`config.mk`:
```
export PLATFORM = sky130hd
export DESIGN_NAME = matmul_scheduler_flat
export DESIGN_NICKNAME = d
export VERILOG_FILES = /design/src/rtl/matmul_scheduler_pkg.sv /design/src/rtl/matmul_scheduler_if.sv /design/src/rtl/matmul_scheduler_tag_delay_line.sv /design/src/rtl/matmul_scheduler.sv /design/src/flat_wrapper.sv
export SDC_FILE = /design/constraint.sdc
export NUM_CORES = 1
export LEC_CHECK = 0
export ABC_AREA = 1
export CAP_MARGIN = 20
export CELL_PAD_IN_SITES_DETAIL_PLACEMENT = 0
export CELL_PAD_IN_SITES_GLOBAL_PLACEMENT = 2
export CORE_ASPECT_RATIO = 0.5
export CORE_UTILIZATION = 18
export CTS_CLUSTER_SIZE = 30
export DETAILED_ROUTE_END_ITERATION = 8
export MAX_ROUTING_LAYER = met4
export PLACE_DENSITY_LB_ADDON = 0.1
export REMOVE_ABC_BUFFERS = 1
export SYNTH_ARGS = -nofsm -noshare
export SYNTH_HDL_FRONTEND = slang
export SYNTH_SLANG_ARGS = --single-unit
```
`constraint.sdc`:
```
create_clock -name clk -period 2.4 [get_ports clk]
set_input_delay 0.48 -clock clk [delete_from_list [all_inputs] [get_ports clk]]
set_output_delay 0.48 -clock clk [all_outputs]
set_load 0.05 [all_outputs]
```
`src/rtl/matmul_scheduler_pkg.sv`:
```
// Shared types and width helpers for the matmul scheduler slice.
// The optional abort feature is enabled by defining MM_SCHED_ABORT_EN.
package matmul_scheduler_pkg;

    typedef enum logic [1:0] {
        IDLE  = 2'd0,
        ISSUE = 2'd1,
        DRAIN = 2'd2,
        DONE  = 2'd3
    } state_t;

    function automatic int unsigned clog2(input int unsigned v);
        int unsigned r;
        r = 0;
        while ((64'd1 << r) < 64'(v)) r++;
        return r;
    endfunction

    // Index ports stay at least one bit wide so 1-row/1-col builds remain legal.
    function automatic int unsigned addr_width(input int unsigned v);
        return (clog2(v) == 0) ? 1 : clog2(v);
    endfunction

endpackage

```
`src/rtl/matmul_scheduler_if.sv`:
```
// Host handshake, buffer read and result write signals of the matmul scheduler.
// The abort input exists only when MM_SCHED_ABORT_EN is defined.
interface matmul_scheduler_if #(
    parameter int unsigned DIM          = 10,
    parameter int unsigned ROWS         = 4,
    parameter int unsigned COLS         = 4,
    parameter int unsigned A_DATA_WIDTH = 16,
    parameter int unsigned B_DATA_WIDTH = 16
);
    localparam int unsigned RES_WIDTH = A_DATA_WIDTH + B_DATA_WIDTH + matmul_scheduler_pkg::clog2(DIM);
    localparam int unsigned ROW_W     = matmul_scheduler_pkg::addr_width(ROWS);
    localparam int unsigned COL_W     = matmul_scheduler_pkg::addr_width(COLS);
    localparam int unsigned RES_AW    = matmul_scheduler_pkg::addr_width(ROWS * COLS);

    logic                 start;
    logic                 busy;
    logic                 done;
    logic                 a_row_re;
    logic [ROW_W-1:0]     a_row_addr;
    logic                 b_col_re;
    logic [COL_W-1:0]     b_col_addr;
    logic [RES_WIDTH-1:0] dot_product;
    logic                 res_we;
    logic [RES_AW-1:0]    res_addr;
    logic [RES_WIDTH-1:0] res_data;
`ifdef MM_SCHED_ABORT_EN
    logic                 abort;
`endif

    modport master (
`ifdef MM_SCHED_ABORT_EN
        input  abort,
`endif
        input  start, dot_product,
        output busy, done, a_row_re, a_row_addr, b_col_re, b_col_addr,
               res_we, res_addr, res_data
    );

    modport slave (
`ifdef MM_SCHED_ABORT_EN
        output abort,
`endif
        output start, dot_product,
        input  busy, done, a_row_re, a_row_addr, b_col_re, b_col_addr,
               res_we, res_addr, res_data
    );

endinterface

```
`src/rtl/matmul_scheduler_tag_delay_line.sv`:
```
// Synchronous-reset shift register with flush; every stage is exposed on taps.
module tag_delay_line #(
    parameter int unsigned WIDTH = 1,
    parameter int unsigned DEPTH = 1
) (
    input  logic                        clk,
    input  logic                        rst,
    input  logic                        flush,
    input  logic [WIDTH-1:0]            din,
    output logic [DEPTH-1:0][WIDTH-1:0] taps
);

    always_ff @(posedge clk) begin
        if (rst || flush) begin
            taps <= '0;
        end else begin
            taps[0] <= din;
            for (int unsigned i = 1; i < DEPTH; i++) begin
                taps[i] <= taps[i-1];
            end
        end
    end

endmodule

```
`src/rtl/matmul_scheduler.sv`:
```
// Sequences one C = A x B pass: row-major read issue, tag tracking, result writes.
// Defining MM_SCHED_ABORT_EN adds the abort input to stop a pass without Done.
module matmul_scheduler
    import matmul_scheduler_pkg::*;
#(
    parameter int unsigned DIM          = 10,
    parameter int unsigned ROWS         = 4,
    parameter int unsigned COLS         = 4,
    parameter int unsigned A_DATA_WIDTH = 16,
    parameter int unsigned B_DATA_WIDTH = 16,
    parameter int unsigned MEM_LATENCY  = 1,
    parameter int unsigned DP_LATENCY   = 2
) (
    input logic               clk,
    input logic               rst,
    matmul_scheduler_if.master bus
);

    localparam int unsigned ROW_W  = addr_width(ROWS);
    localparam int unsigned COL_W  = addr_width(COLS);
    localparam int unsigned RES_AW = addr_width(ROWS * COLS);
    localparam int unsigned PIPE   = MEM_LATENCY + DP_LATENCY;
    localparam int unsigned TAG_W  = RES_AW + 1;
    localparam logic [ROW_W-1:0] ROW_LAST = ROW_W'(ROWS - 1);
    localparam logic [COL_W-1:0] COL_LAST = COL_W'(COLS - 1);

    state_t                     state, state_next;
    logic [ROW_W-1:0]           row;
    logic [COL_W-1:0]           col;
    logic [RES_AW-1:0]          idx;
    logic                       kill, issue, last_pair, pending;
    logic [TAG_W-1:0]           tag_in, tail;
    logic [PIPE-1:0][TAG_W-1:0] taps;

`ifdef MM_SCHED_ABORT_EN
    assign kill = bus.abort && (state == ISSUE || state == DRAIN);
`else
    assign kill = 1'b0;
`endif

    assign issue     = (state == ISSUE) && !kill;
    assign last_pair = (row == ROW_LAST) && (col == COL_LAST);
    assign tag_in    = issue ? {1'b1, idx} : '0;
    assign tail      = taps[PIPE-1];

    tag_delay_line #(.WIDTH(TAG_W), .DEPTH(PIPE)) u_tags (
        .clk   (clk),
        .rst   (rst),
        .flush (kill),
        .din   (tag_in),
        .taps  (taps)
    );

    always_ff @(posedge clk) begin
        if (rst) begin
            state <= IDLE;
            row   <= '0;
            col   <= '0;
            idx   <= '0;
        end else begin
            state <= state_next;
            if (kill) begin
                row <= '0;
                col <= '0;
                idx <= '0;
            end else if (issue) begin
                // Counters wrap back to zero after the final pair, ready for the next pass.
                col <= (col == COL_LAST) ? '0 : col + COL_W'(1);
                if (col == COL_LAST) row <= (row == ROW_LAST) ? '0 : row + ROW_W'(1);
                idx <= last_pair ? '0 : idx + RES_AW'(1);
            end
        end
    end

    // In DRAIN the tail retires this cycle, so the pass is over once no earlier stage holds a tag.
    always_comb begin
        pending = 1'b0;
        for (int unsigned i = 0; i + 1 < PIPE; i++) begin
            pending = pending | taps[i][TAG_W-1];
        end
        state_next = state;
        unique case (state)
            IDLE:    if (bus.start) state_next = ISSUE;
            ISSUE:   if (kill) state_next = IDLE; else if (last_pair) state_next = DRAIN;
            DRAIN:   if (kill) state_next = IDLE; else if (!pending) state_next = DONE;
            DONE:    state_next = IDLE;
            default: state_next = IDLE;
        endcase
    end

    assign bus.busy       = (state != IDLE);
    assign bus.done       = (state == DONE);
    assign bus.a_row_re   = issue;
    assign bus.b_col_re   = issue;
    assign bus.a_row_addr = row;
    assign bus.b_col_addr = col;
    assign bus.res_we     = tail[TAG_W-1] && !kill;
    assign bus.res_addr   = bus.res_we ? tail[RES_AW-1:0] : '0;
    assign bus.res_data   = bus.res_we ? bus.dot_product : '0;

endmodule
```
`src/flat_wrapper.sv`:
```
// flat-port wrapper written by rule: the top's interface ports become plain ports
module matmul_scheduler_flat import matmul_scheduler_pkg::*;
#(
    parameter int unsigned DIM          = 10,
    parameter int unsigned ROWS         = 4,
    parameter int unsigned COLS         = 4,
    parameter int unsigned A_DATA_WIDTH = 16,
    parameter int unsigned B_DATA_WIDTH = 16,
    parameter int unsigned MEM_LATENCY  = 1,
    parameter int unsigned DP_LATENCY   = 2
)
  (clk, rst, bus_start, bus_dot_product, bus_busy, bus_done, bus_a_row_re, bus_a_row_addr, bus_b_col_re, bus_b_col_addr, bus_res_we, bus_res_addr, bus_res_data);
  matmul_scheduler_if #(.DIM(DIM), .ROWS(ROWS), .COLS(COLS), .A_DATA_WIDTH(A_DATA_WIDTH), .B_DATA_WIDTH(B_DATA_WIDTH)) bus_i ();
  input logic clk;
  input logic rst;
  input wire logic [$bits(bus_i.start)-1:0] bus_start;
  input wire logic [$bits(bus_i.dot_product)-1:0] bus_dot_product;
  output wire logic [$bits(bus_i.busy)-1:0] bus_busy;
  output wire logic [$bits(bus_i.done)-1:0] bus_done;
  output wire logic [$bits(bus_i.a_row_re)-1:0] bus_a_row_re;
  output wire logic [$bits(bus_i.a_row_addr)-1:0] bus_a_row_addr;
  output wire logic [$bits(bus_i.b_col_re)-1:0] bus_b_col_re;
  output wire logic [$bits(bus_i.b_col_addr)-1:0] bus_b_col_addr;
  output wire logic [$bits(bus_i.res_we)-1:0] bus_res_we;
  output wire logic [$bits(bus_i.res_addr)-1:0] bus_res_addr;
  output wire logic [$bits(bus_i.res_data)-1:0] bus_res_data;
  assign bus_i.start = bus_start;
  assign bus_i.dot_product = bus_dot_product;
  assign bus_busy = bus_i.busy;
  assign bus_done = bus_i.done;
  assign bus_a_row_re = bus_i.a_row_re;
  assign bus_a_row_addr = bus_i.a_row_addr;
  assign bus_b_col_re = bus_i.b_col_re;
  assign bus_b_col_addr = bus_i.b_col_addr;
  assign bus_res_we = bus_i.res_we;
  assign bus_res_addr = bus_i.res_addr;
  assign bus_res_data = bus_i.res_data;
  matmul_scheduler #(.DIM(DIM), .ROWS(ROWS), .COLS(COLS), .A_DATA_WIDTH(A_DATA_WIDTH), .B_DATA_WIDTH(B_DATA_WIDTH), .MEM_LATENCY(MEM_LATENCY), .DP_LATENCY(DP_LATENCY)) u_core (.clk(clk), .rst(rst), .bus(bus_i));
endmodule
```
After elaboration in Yosys (flattened, before gate mapping) --
Cells that the tools add are included.
Storage, ports and cells: register bits 25, input bits 39, word-level logic and storage cells 37
Operators by class: add/sub/neg operators 3, equal/unequal tests 8, multiplexer cells 10, bitwise gates (word level) 2, reduce and logical (&&, ||, !) cells 6
Operator list (number):
- 2-to-1 mux 36 bit | 1
- 2-to-1 mux 2 bit | 5
- equality test 2 bit, second input constant | 4
- 2-to-1 mux 4 bit | 2
- one-hot mux 2 bit (4 select lines) | 1
- inequality test 2 bit, second input constant | 3
- 2-to-1 mux 5 bit | 1
- adder 2 x 1 -> 2 bit, second input constant | 2
- adder 4 x 1 -> 4 bit, second input constant | 1
- AND reduction 3 bit | 1
- equality test 2 x 1 -> 1 bit, second input constant | 1
- logical NOT 2 bit | 1
- AND reduction 2 bit | 1
- nonzero test 2 bit | 1
- OR reduction 2 bit | 1
- logical AND 1 bit | 1
- NOT 1 bit | 1
- OR 1 bit | 1

Longest topological paths before layout --
depth in word-level cells 4, mapped depth 8, gate-level depth less buffers 7

By module --
From an unflattened synthesis, not the netlist that was laid out.
Unflattened totals: cell total of the unflattened synthesis 217, area total of the unflattened synthesis 1401.3 sq um
By module, submodules not included:
- matmul_scheduler | instances 1, cells an instance 168, area an instance 924.6 sq um, seq. area each 200.2 sq um
- tag_delay_line | instances 1, cells an instance 49, area an instance 476.7 sq um, seq. area each 300.3 sq um

Worst setup path after synthesis --
OpenSTA, ideal clock, no wires.
path type flip-flop to output port, start point register u_core.u_tags.taps[14] (netlist name), end point output port bus_res_data[21], data arrival time 1.286 ns, data required time 1.920 ns, setup slack 0.634 ns, cell stages (with the launch flop) 4, path buffers 1, cells stage by stage dfxtp_1 buf_2 nand2_1 inv_1
Between the ends: word-level cells in the longest chain between the ends 1
Ends and longest elaborated chain:
- start: declaration | RTL line matmul_scheduler_tag_delay_line.sv:10 | output logic [DEPTH-1:0][WIDTH-1:0] taps
- start signal: indexed assignment | RTL line matmul_scheduler_tag_delay_line.sv:19 | taps[i] <= taps[i-1];
- 2-to-1 mux 36 bit | RTL line matmul_scheduler.sv:99 | assign bus.res_data = bus.res_we ? bus.dot_product : '0;
- end: declaration | RTL line flat_wrapper.sv:26 | output wire logic [$bits(bus_i.res_data)-1:0] bus_res_data;
No other way between the ends.

Final worst setup path --
start point register u_core.state[0], end point output port bus_busy
Between the ends: word-level cells in the longest chain between the ends 1
Ends and longest elaborated chain:
- start: declaration | RTL line matmul_scheduler.sv:27 | state_t state, state_next;
- start signal: assignment | RTL line matmul_scheduler.sv:61 | state <= state_next;
- nonzero test 2 bit | RTL line matmul_scheduler.sv:91 | assign bus.busy = (state != IDLE);
- end: declaration | RTL line flat_wrapper.sv:18 | output wire logic [$bits(bus_i.busy)-1:0] bus_busy;
No other way between the ends.

==> results_tabular.tex <==
\begin{tabular}{lr}
\hline
Metric & Value \\
\hline
\multicolumn{2}{l}{\textbf{Power}} \\
\quad Leakage power & 1.39 nW \\
\quad Switching power & 640 uW \\
\quad Peak VDD IR & 373 uV \\
\quad Combinational power share & 46.0\% \\
\quad Pwr per Cell Area & 592 nW/um\^{}2 \\
\quad Final Total Pwr & 1.63 mW \\
\quad Seq pwr share & 31.0\% \\
\quad P\_int & 987 uW \\
\quad Clk pwr share & 22.9\% \\
\quad Switching part of the total power & 39.3\% \\
\multicolumn{2}{l}{\textbf{Setup path}} \\
\quad Crit path max-delay cell type & sky130\_fd\_sc\_hd\_\_clkdlybuf4s50\_1 \\
\quad Cell repeated most along the worst path & sky130\_fd\_sc\_hd\_\_inv\_1 \\
\quad Cell chain of the critical path & inv\_1 > ha\_1 > inv\_1 > clkdlybuf4s50\_1 \\
\quad Startpoint-to-endpoint class of the critical path & register to primary output \\
\quad Critical Path Source Type & register \\
\quad Slack of the worst reg-to-reg path & 0.93 ns \\
\quad Highest cell delay on the worst timing path & 0.79 ns \\
\quad Worst Path Required & 1.92 ns \\
\quad Arrival time reported for the critical path endpoint & 1.78 ns \\
\quad Setup crit end kind & primary output \\
\quad Maximum fanout encountered on the critical timing path & 4 \\
\multicolumn{2}{l}{\textbf{Timing}} \\
\quad Clock period minus worst slack & 2.26 ns \\
\quad Slew @ Worst Pin & 0.499 ns \\
\quad Setup TNS Final & 0 ns \\
\quad Max-slew violation total from the final report & 0 \\
\quad Unrepaired setup endpoints after global routing & false \\
\quad Hold violation count in the final report & 0 \\
\quad Final setup violation count & 0 \\
\quad Clock Skews & 0.00216 ns \\
\quad Period utilisation layout & 94.3\% \\
\quad Highest Clock Rate & 442 MHz \\
\quad Slew headroom & 66.6\% \\
\multicolumn{2}{l}{\textbf{Flow run}} \\
\quad Max-cap violation count & 0 \\
\multicolumn{2}{l}{\textbf{Route}} \\
\quad Sum of routed wire length over all layers & 3950 microns \\
\quad Vias/cell & 3.63 \\
\quad Wirelength per Cell & 10.4 microns \\
\quad Number of iterations in the first detailed-routing pass & 4 \\
\quad DRC marker count from the first detailed-route iteration & 48 \\
\quad Via count & 1,378 \\
\quad Drt drc & 0 \\
\quad Antenna violation net count after detailed routing & 0 \\
\multicolumn{2}{l}{\textbf{Global route}} \\
\quad Initial antenna violation count & 0 \\
\quad Via count of the first global-routing pass & 1,207 \\
\quad All-Layer GR Usage & 10.4\% \\
\quad Maximum number of pins on one net before global-route repair & 42 \\
\quad First-pass GRT wire length & 6030 microns \\
\quad Global route overflow & 0 \\
\multicolumn{2}{l}{\textbf{Logic synthesis}} \\
\quad Top cell type by total area after synthesis & sky130\_fd\_sc\_hd\_\_dfxtp\_1 \\
\quad Commonest cells post-synth & 61 x sky130\_fd\_sc\_hd\_\_inv\_1, 49 x sky130\_fd\_sc\_hd\_\_nand2\_1, 27 x sky130\_fd\_sc\_hd\_\_nor2\_1 \\
\quad Cell with the most instances after synthesis & sky130\_fd\_sc\_hd\_\_inv\_1 \\
\quad Number of library cell types mapped by synthesis & 20 \\
\quad Share of the synthesized area in the top cell type & 38.4\% \\
\quad Average size of a mapped cell & 6.43 sq um \\
\quad Share of synthesized area occupied by flip-flops and latches & 38.4\% \\
\quad Total standard cell area after synthesis & 1310 sq um \\
\quad Register bit count reported by yosys & 25 \\
\quad Largest cells by area after synthesis & sky130\_fd\_sc\_hd\_\_dfxtp\_1 38\%, sky130\_fd\_sc\_hd\_\_inv\_1 18\%, sky130\_fd\_sc\_hd\_\_nand2\_1 14\%, sky130\_fd\_sc\_hd\_\_nor2\_1 7.8\%, sky130\_fd\_sc\_hd\_\_ha\_1 7.7\% \\
\quad Async set or reset register ratio after synthesis & 0\% \\
\quad Mapped Cells & 203 \\
\quad Main flop type after synthesis & sky130\_fd\_sc\_hd\_\_dfxtp\_1 \\
\quad Number of warnings reported in the yosys synthesis log & 0 \\
\quad Number of flops mapped to enable cells by yosys & 0 \\
\multicolumn{2}{l}{\textbf{Floorplanning}} \\
\quad Initial core utilization & 19.1\% \\
\quad Vertical die dimension & 62.2 microns \\
\quad I/O pin count & 88 \\
\quad DIE WIDTH & 122 microns \\
\quad FP Rows & 21 \\
\quad Placeable core area & 6830 sq um \\
\quad Floorplan die area & 7620 sq um \\
\multicolumn{2}{l}{\textbf{Clocking}} \\
\quad H-tree Lvls & 1 \\
\quad Number of buffers added for setup after CTS & 0 \\
\quad Sinks on Clock Net & 25 \\
\quad Clock buffers created by TritonCTS & 3 \\
\quad TritonCTS clock tree & done \\
\quad CTS root buf & sky130\_fd\_sc\_hd\_\_clkbuf\_16 \\
\quad Worst-path clk slew & 0.06 ns \\
\quad Clk buf depth & 2 \\
\quad Hold bufs inserted after CTS & 0 \\
\quad Total of cells resized after clock tree synthesis & 0 \\
\quad Clock latency reported for the late side of the worst-skew pair & 0.26 ns \\
\multicolumn{2}{l}{\textbf{Final layout}} \\
\quad Relative area change from synthesis to final layout & 110\% \\
\quad Share of post-route cells with drive strength above 1 & 19.4\% \\
\quad Net count, final & 336 \\
\quad Number of diodes & 0 \\
\quad Fill cell instance count of the final layout & 698 \\
\multicolumn{2}{l}{\textbf{Placement}} \\
\quad Detailed placer's ending HPWL & 3290 microns \\
\quad Routability congestion estimate & 0.776 \\
\quad Number of I/O port buffers & 87 \\
\multicolumn{2}{l}{\textbf{Outcome}} \\
\quad Status & complete, no violations \\
\multicolumn{2}{l}{\textbf{Min path}} \\
\quad Class of the worst hold path & register to register \\
\hline
\end{tabular}
-- through the flow --
stage / instances / instance area (sq um) / hold slack [ns] / utilization, % / setup slack, ns
6_report: 380 / 2750 / 0.401 / 40.2 / 0.136
5_1_grt: 380 / 2750 / 0.415 / 40.2 / 0.0579
4_1_cts: 380 / 2750 / 0.403 / 40.2 / 0.126
3_5_place_dp: 376 / 2660 / 0.394 / 39.0 / 0.410
3_3_place_gp: 376 / 2660 / 0.390 / 39.0 / 0.433
2_1_floorplan: 195 / 1260 / 0.388 / - / 0.252
-- flip-flops by register name, indices dropped and copies added, names as in the netlist --
signal	cells
u_core.bus.a_row_addr	2
u_core.bus.b_col_addr	2
u_core.idx	4
u_core.state	2
u_core.u_tags.taps	15
-- cells by family after synthesis --
group / synth area share (%)
flip-flops: 38.4
AO/OA/AOI/OAI: 3.93
adder cells (fa/ha/maj): 7.67
XOR/XNOR: 0.671
AND/OR/NAND/NOR: 27.5
buffers and inverters: 21.9
-- worst max-delay path: cells and delay by family, from the launching register on --
kind	cells	cell delay [ns]
buf+inv	3	0.94
flops	1	0.38
fa+ha+maj	1	0.22
-- final cells by class --
class                           count  area (sq um)  share of cell area (%)
Clock buffer                        3          75.1                    2.73
Clock inverter                      1          7.51                   0.273
Inverter                           63           236                    8.61
Multi-Input combinational cell    107           519                    18.9
Sequential cell                    25           500                    18.2
Tap cell                           92           115                    4.19
Timing Repair Buffer               89          1290                    47.0
-- power by group through the flow --
stage               logic [mW]  registers, mW  clock network, mW
floorplan                0.396          0.568                  0
global placement         0.757          0.512                  0
detailed placement       0.754          0.514                  0
CTS                      0.758          0.505              0.384
global route             0.807          0.512              0.409
finish                   0.749          0.505              0.373
-- cells in the final DEF, fill, tap and decap left out, drive strengths merged --
cell | netlist | routed
a211oi | 1 | 1
a21oi | 4 | 4
buf | 8 | 45
clkbuf | 0 | 3
clkdlybuf4s50 | 0 | 44
clkinv | 1 | 1
clkinvlp | 0 | 1
dfxtp | 25 | 25
ha | 8 | 8
inv | 62 | 62
nand2 | 52 | 52
nand3 | 3 | 3
nand4 | 2 | 2
nor2 | 29 | 29
nor3 | 3 | 3
o21ai | 4 | 4
xor2 | 1 | 1
-- final timing paths --
check	end	cells after the start	start
hold reg to reg	u_core.u_tags.taps[8]$_SDFF_PP0_	2	u_core.u_tags.taps[3]$_SDFF_PP0_
setup reg to reg	u_core.bus.a_row_addr[0]$_SDFFE_PP0P_	6	u_core.state[1]$_SDFFE_PP0P_
hold / removal	u_core.u_tags.taps[8]$_SDFF_PP0_	2	u_core.u_tags.taps[3]$_SDFF_PP0_
setup / recovery	bus_busy	4	u_core.state[0]$_SDFFE_PP0P_
-- routing by layer --
metal / wire, microns / vias up / global-route usage (%)
met4: 12 / 0 / 1.37
met3: 322 / 2 / 3.13
met5: 0 / - / -
met2: 1530 / 48 / 15.0
met1: 2090 / 594 / 14.5
li1: - / 734 / -
Power figures use the tool's default switching activity.
